`src/rtl/multiplicador_8bits_seq_if.sv`:
```
// Start/busy/done handshake and operand/product bus for the sequential multiplier.
interface multiplicador_8bits_seq_if #(
  parameter int unsigned WIDTH = 8
);
  logic               start;
  logic [WIDTH-1:0]   A;
  logic [WIDTH-1:0]   B;
  logic [2*WIDTH-1:0] P;
  logic               busy;
  logic               done;

  modport master (output start, output A, output B, input P, input busy, input done);
  modport slave  (input start, input A, input B, output P, output busy, output done);
endinterface

```
`src/rtl/multiplicador_8bits_seq.sv`:
```
// Sequential unsigned shift-and-add multiplier, one multiplier bit per clock.
// Optional: define MULT_ZERO_BYPASS_EN to skip CALC when either operand is zero.
module multiplicador_8bits_seq #(
  parameter int unsigned WIDTH = 8
) (
  input  logic                      clk,
  input  logic                      rst,
  multiplicador_8bits_seq_if.slave  bus
);

  localparam int unsigned CW = $clog2(WIDTH + 1);

  typedef enum logic [1:0] {IDLE, CALC, DONE} state_t;

  state_t           state;
  logic [WIDTH-1:0] mcand;
  logic [WIDTH-1:0] acc;
  logic [WIDTH-1:0] mreg;
  logic [CW-1:0]    count;
  logic [WIDTH:0]   add_sum;
  logic             zero_op;

  // Conditional add of the multiplicand; the carry becomes the top bit shifted into acc.
  always_comb begin
    add_sum = {1'b0, acc};
    if (mreg[0]) add_sum = {1'b0, acc} + {1'b0, mcand};
  end

  assign zero_op = (bus.A == '0) || (bus.B == '0);

  always_ff @(posedge clk or posedge rst) begin
    if (rst) begin
      state    <= IDLE;
      mcand    <= '0;
      acc      <= '0;
      mreg     <= '0;
      count    <= '0;
      bus.P    <= '0;
      bus.busy <= 1'b0;
      bus.done <= 1'b0;
    end else begin
      case (state)
        IDLE: begin
          bus.done <= 1'b0;
          if (bus.start) begin
            mcand <= bus.A;
            mreg  <= bus.B;
            acc   <= '0;
            count <= '0;
`ifdef MULT_ZERO_BYPASS_EN
            if (zero_op) begin
              bus.P    <= '0;
              bus.done <= 1'b1;
              state    <= DONE;
            end else begin
              bus.busy <= 1'b1;
              state    <= CALC;
            end
`else
            bus.busy <= 1'b1;
            state    <= CALC;
`endif
          end
        end
        CALC: begin
          acc   <= add_sum[WIDTH:1];
          mreg  <= {add_sum[0], mreg[WIDTH-1:1]};
          count <= count + CW'(1);
          // Last iteration: publish the shifted {acc,mreg} pair directly.
          if (count == CW'(WIDTH - 1)) begin
            bus.P    <= {add_sum, mreg[WIDTH-1:1]};
            bus.busy <= 1'b0;
            bus.done <= 1'b1;
            state    <= DONE;
          end
        end
        DONE: begin
          bus.done <= 1'b0;
          bus.busy <= 1'b0;
          state    <= IDLE;
        end
        default: begin
          bus.busy <= 1'b0;
          bus.done <= 1'b0;
          state    <= IDLE;
        end
      endcase
    end
  end

  // Operand-zero detection is only consumed by the bypass path.
  logic unused_zero;
  assign unused_zero = zero_op;

endmodule

```
`src/flat_wrapper.sv`:
```
// flat-port wrapper written by rule: the top's interface ports become plain ports
module multiplicador_8bits_seq_flat 
#(
  parameter int unsigned WIDTH = 8
)
  (clk, rst, bus_start, bus_A, bus_B, bus_P, bus_busy, bus_done);
  multiplicador_8bits_seq_if #(.WIDTH(WIDTH)) bus_i ();
  input  logic clk;
  input  logic rst;
  input wire logic [$bits(bus_i.start)-1:0] bus_start;
  input wire logic [$bits(bus_i.A)-1:0] bus_A;
  input wire logic [$bits(bus_i.B)-1:0] bus_B;
  output wire logic [$bits(bus_i.P)-1:0] bus_P;
  output wire logic [$bits(bus_i.busy)-1:0] bus_busy;
  output wire logic [$bits(bus_i.done)-1:0] bus_done;
  assign bus_i.start = bus_start;
  assign bus_i.A = bus_A;
  assign bus_i.B = bus_B;
  assign bus_P = bus_i.P;
  assign bus_busy = bus_i.busy;
  assign bus_done = bus_i.done;
  multiplicador_8bits_seq #(.WIDTH(WIDTH)) u_core (.clk(clk), .rst(rst), .bus(bus_i));
endmodule
```
`config.mk`:
```
export PLATFORM = sky130hd
export DESIGN_NAME = multiplicador_8bits_seq_flat
export DESIGN_NICKNAME = d
export VERILOG_FILES = /design/src/rtl/multiplicador_8bits_seq_if.sv /design/src/rtl/multiplicador_8bits_seq.sv /design/src/flat_wrapper.sv
export SDC_FILE = /design/constraint.sdc
export NUM_CORES = 1
export LEC_CHECK = 0
export BUFFER_PORTS_ARGS = -buffer_cell sky130_fd_sc_hd__buf_2
export CAP_MARGIN = 30
export CELL_PAD_IN_SITES_DETAIL_PLACEMENT = 0
export CELL_PAD_IN_SITES_GLOBAL_PLACEMENT = 1
export CORE_MARGIN = 2
export CORE_UTILIZATION = 39
export DETAILED_ROUTE_END_ITERATION = 7
export PLACE_DENSITY = 0.77
export SLEW_MARGIN = 30
export SYNTH_ARGS = -nofsm -noshare
export SYNTH_HDL_FRONTEND = slang
export SYNTH_SLANG_ARGS = --single-unit
```
`constraint.sdc`:
```
create_clock -name clk -period 1.75 [get_ports clk]
set_clock_uncertainty 0.1 [all_clocks]
set_input_delay 0.175 -clock clk [delete_from_list [all_inputs] [get_ports clk]]
set_output_delay 0.175 -clock clk [all_outputs]
set_load 0.005 [all_outputs]
```
==> flow_summary_export.csv <==
group,metric,value,unit
run_status,outcome,"finished with violations",
run_status,violations,"setup timing",
sta,finalMaxSlewViolations,0,
logic_synthesis,synthCells,228,
setup_path,crit_path_cell_trace,"ha_4 > o211ai_1 > nor3_1 > or3_1 > a31oi_2 > o21ai_1",
min_path,holdCritStartpoint,"bus_A[6]",
logic_synthesis,syn_nets,257,
sta,period_share,107.9,%
sta,period_needed,1888,ps
logic_synthesis,yosys.area_share.simple,16.45,%
floorplanning,pin_count,37,
floorplanning,rows,27,
logic_synthesis,netlist_area,2258,um2
detailed_routing,ant_nets,0,
clock_tree,clkTransAtPathRegs,90,ps
power,peakVddDrop,1.065,mV
logic_synthesis,synth.mux.area_fraction,5.762,%
global_route,grt_overflow_total,0,
placement,dp_slack,-205.9,ps
min_path,whs_path_depth,2,
detailed_routing,vias,1841,
finish,fin_area,3014,um2
power,p_leak,0.001430,uW
detailed_routing,drtIter0Drc,62,
sta,worst_pin_slew,861.3,ps
power,power.switching,2116,uW
logic_synthesis,synth_top_family_by_area,"simple AND/OR/NAND/NOR gates",
global_route,antenna_found_initial,0,
floorplanning,core,5540,um2
clock_tree,cts_buffers,5,
detailed_routing,wl_met3,192,um
detailed_routing,viasPerCell,5.003,
setup_path,r2r-start,"u_core.acc[2]$_DFFE_PP0P_",
setup_path,crit_path_max_fanout,2,
setup_path,critPathLaunchType,"flop",
detailed_routing,wl_per_cell,13.95,um
setup_path,cp.arrival,1970,ps
detailed_routing,firstDrtPassIters,4,
logic_synthesis,synth_top_area_cell,"dfrtp_1",
floorplanning,dieArea,6415,um2
global_route,grt_util_all_layers,17.24,%
floorplanning,start_util,40.76,%
clock_tree,cts_tree,"yes",
global_route,grt_pass1_wl,8.459,mm
setup_path,required,1840,ps
setup_path,crit_family,"compound AO/OA/AOI/OAI gates",
setup_path,max_stage_delay,420,ps
min_path,hold_class,"input pin to flop",
sta,setup_viol,11,
finish,nFillCells,532,
setup_path,cp_num_buf_inv,0,
sta,finalSetupTns,-843.7,ps
sta,rsz0062_at_grt,"yes",
finish,area_delta_synth_final,33.46,%
detailed_routing,top_layer_used,"met4",
placement,placed_cell_area,2710,um2
placement,gp_congestion,0.7942,
finish,mostFrequentLayoutCells,"dfrtp_1, nand2_1, buf_2",
logic_synthesis,ys_top_cells_by_area,"dfrtp_1, nand2_1, o21ai_0, ha_1, a21oi_1",
logic_synthesis,yosysSeqAreaShare,52.08,%
clock_tree,cts_buffer_depth,2,
setup_path,cpMaxStageDelayCell,"dfrtp_1",
sta,setup_ws,-138.5,ps
flow_run,max-cap-violations,0,
sta,hold_viol_final,0,
logic_synthesis,yosysTopAreaCellShare,52.08,%
detailed_routing,met2WireLength,2.312,mm
clock_tree,clock_latency,300,ps
power,internal_power,3411,uW
global_route,grt_max_degree,30,
setup_path,cp-end-kind,"flop",
finish,fin_util,54.40,%
sta,max_freq,0.5295,GHz
detailed_routing,wl_met1,2.578,mm
power,p_clk_share,12.0,%
power,combPwrFrac,51.4,%
placement,io_buffers,36,
floorplanning,die_x,80.10,um
logic_synthesis,avgSynthCellArea,9.905,um2
logic_synthesis,ys_warn_count,0,
global_route,grt_pass1_vias,1751,
placement,place_hpwl,3.570,mm
detailed_routing,drcViolationCount,0,
logic_synthesis,synth-compound-area-share,15.51,%
finish,final_common_cell,"dfrtp_1",
clock_tree,cts_root_buf,"clkbuf_8",
finish,drive_above_1_share,35.14,%
logic_synthesis,synth-xor-area-share,1.163,%
detailed_routing,routed_wl,5.135,mm
logic_synthesis,synthAdderAreaFrac,5.873,%
clock_tree,ctsHtreeMaxLevel,2,
clock_tree,clkSinkCount,47,
setup_path,startpoint,"u_core.acc[2]$_DFFE_PP0P_",
finish,final_nets,325,
power,pwr_density_cell,1834,nW/um2
floorplanning,dieHeight,80.10,um
setup_path,rr_worst_depth,6,
power,switching_share,38.29,%
setup_path,path_depth,6,
sta,relSlewSlack,42.54,%
finish,antennaDiodeCount,0,
logic_synthesis,synth.distinct_cells,36,
power,power_frac_seq,36.6,%
logic_synthesis,synth-seq-cells,47,
setup_path,critical_path_class,"flop to flop",
-- sequential cells by signal (all words and copies together), names as in the netlist --
name	flops
u_core.mreg	8
u_core.mcand	8
u_core.count	4
u_core.acc	8
u_core.bus.done	1
u_core.state	2
u_core.bus.P	16
-- power by group through the flow --
stage | clock [uW] | sequential, uW | combinational, uW
finish | 663 | 2020 | 2840
global route | 726 | 2100 | 3200
CTS | 692 | 1990 | 2570
detailed placement | 0 | 2000 | 2440
global placement | 0 | 1980 | 2410
floorplan | 0 | 1910 | 1590
-- cell type report --
class                   count  area [um2]  area share, %
flip-flops and latches     47        1177          39.06
well taps                  72       90.09          2.989
clock buffers               6       82.58          2.740
clock inverters             1       5.005         0.1660
multi-input cells         164        1145          37.98
inverters                   7       26.28         0.8717
repair buffers             71       488.0          16.19
-- cell usage after synthesis (all sizes together) --
master and instances:
o211ai 2, a21oi 17, inv 7, buf 7, nand2 44, nor3b 2
ha 9, nand4 1, nor2 11, a31oi 3, and3b 7, mux2i 4
xor2 1, o21ai 32, nand2b 3, a21o 2, a21boi 1, dfrtp 47
a211oi 1, xnor2 2, a22o 2, nor3 2, clkbuf 3, nand3b 2
nor2b 3, or3 2, fa 1, mux2 8, o21bai 2
-- per-layer routing --
| layer | global-route usage, % | up-vias |
|---|---|---|
| met5 | 0 | - |
| met4 | 5.085 | 0 |
| met3 | 3.708 | 4 |
| met2 | 26.17 | 34 |
| met1 | 24.76 | 880 |
| li1 | - | 923 |
-- metrics by stage --
step / cells / hold slack (ps) / power [uW]
final: 368 / 24.97 / 5527
after global routing: 368 / 24.69 / 6020
after CTS: 365 / 15.22 / 5251
after detailed placement: 349 / 111.2 / 4436
after global placement: 349 / 108.1 / 4394
after floorplan: 228 / 191.8 / 3492
-- logic make-up after synthesis --
logic type	Yosys count
simple gates	77
xor+xnor	3
compound gates	62
buf+inv	17
fa+ha+maj	10
flops	47
mux	12
-- what timing repair did --
| item | in CTS | in global routing |
|---|---|---|
| gates resized for setup | 9 | 16 |
| hold buffers | 8 | 0 |
| pin swaps | 7 | 11 |
| buffers inserted | 1 | 3 |
| endpoints found under the hold margin | 25 | 0 |
| endpoints found under the setup margin | 16 | 17 |
-- path summary, 6_finish.rpt --
kind | endpoint | slack (ps)
max in group asynchronous | u_core.mreg[0]$_DFFE_PP0P_ | 720
worst max-delay path | u_core.bus.P[14]$_DFFE_PP0P_ | -140
worst max register to register | u_core.bus.P[14]$_DFFE_PP0P_ | -140
worst min register to register | u_core.bus.P[3]$_DFFE_PP0P_ | 370
min in group asynchronous | u_core.mcand[5]$_DFFE_PP0P_ | 310
worst min-delay path | u_core.mcand[6]$_DFFE_PP0P_ | 20
No activity file was read; power rests on OpenSTA's default activity.
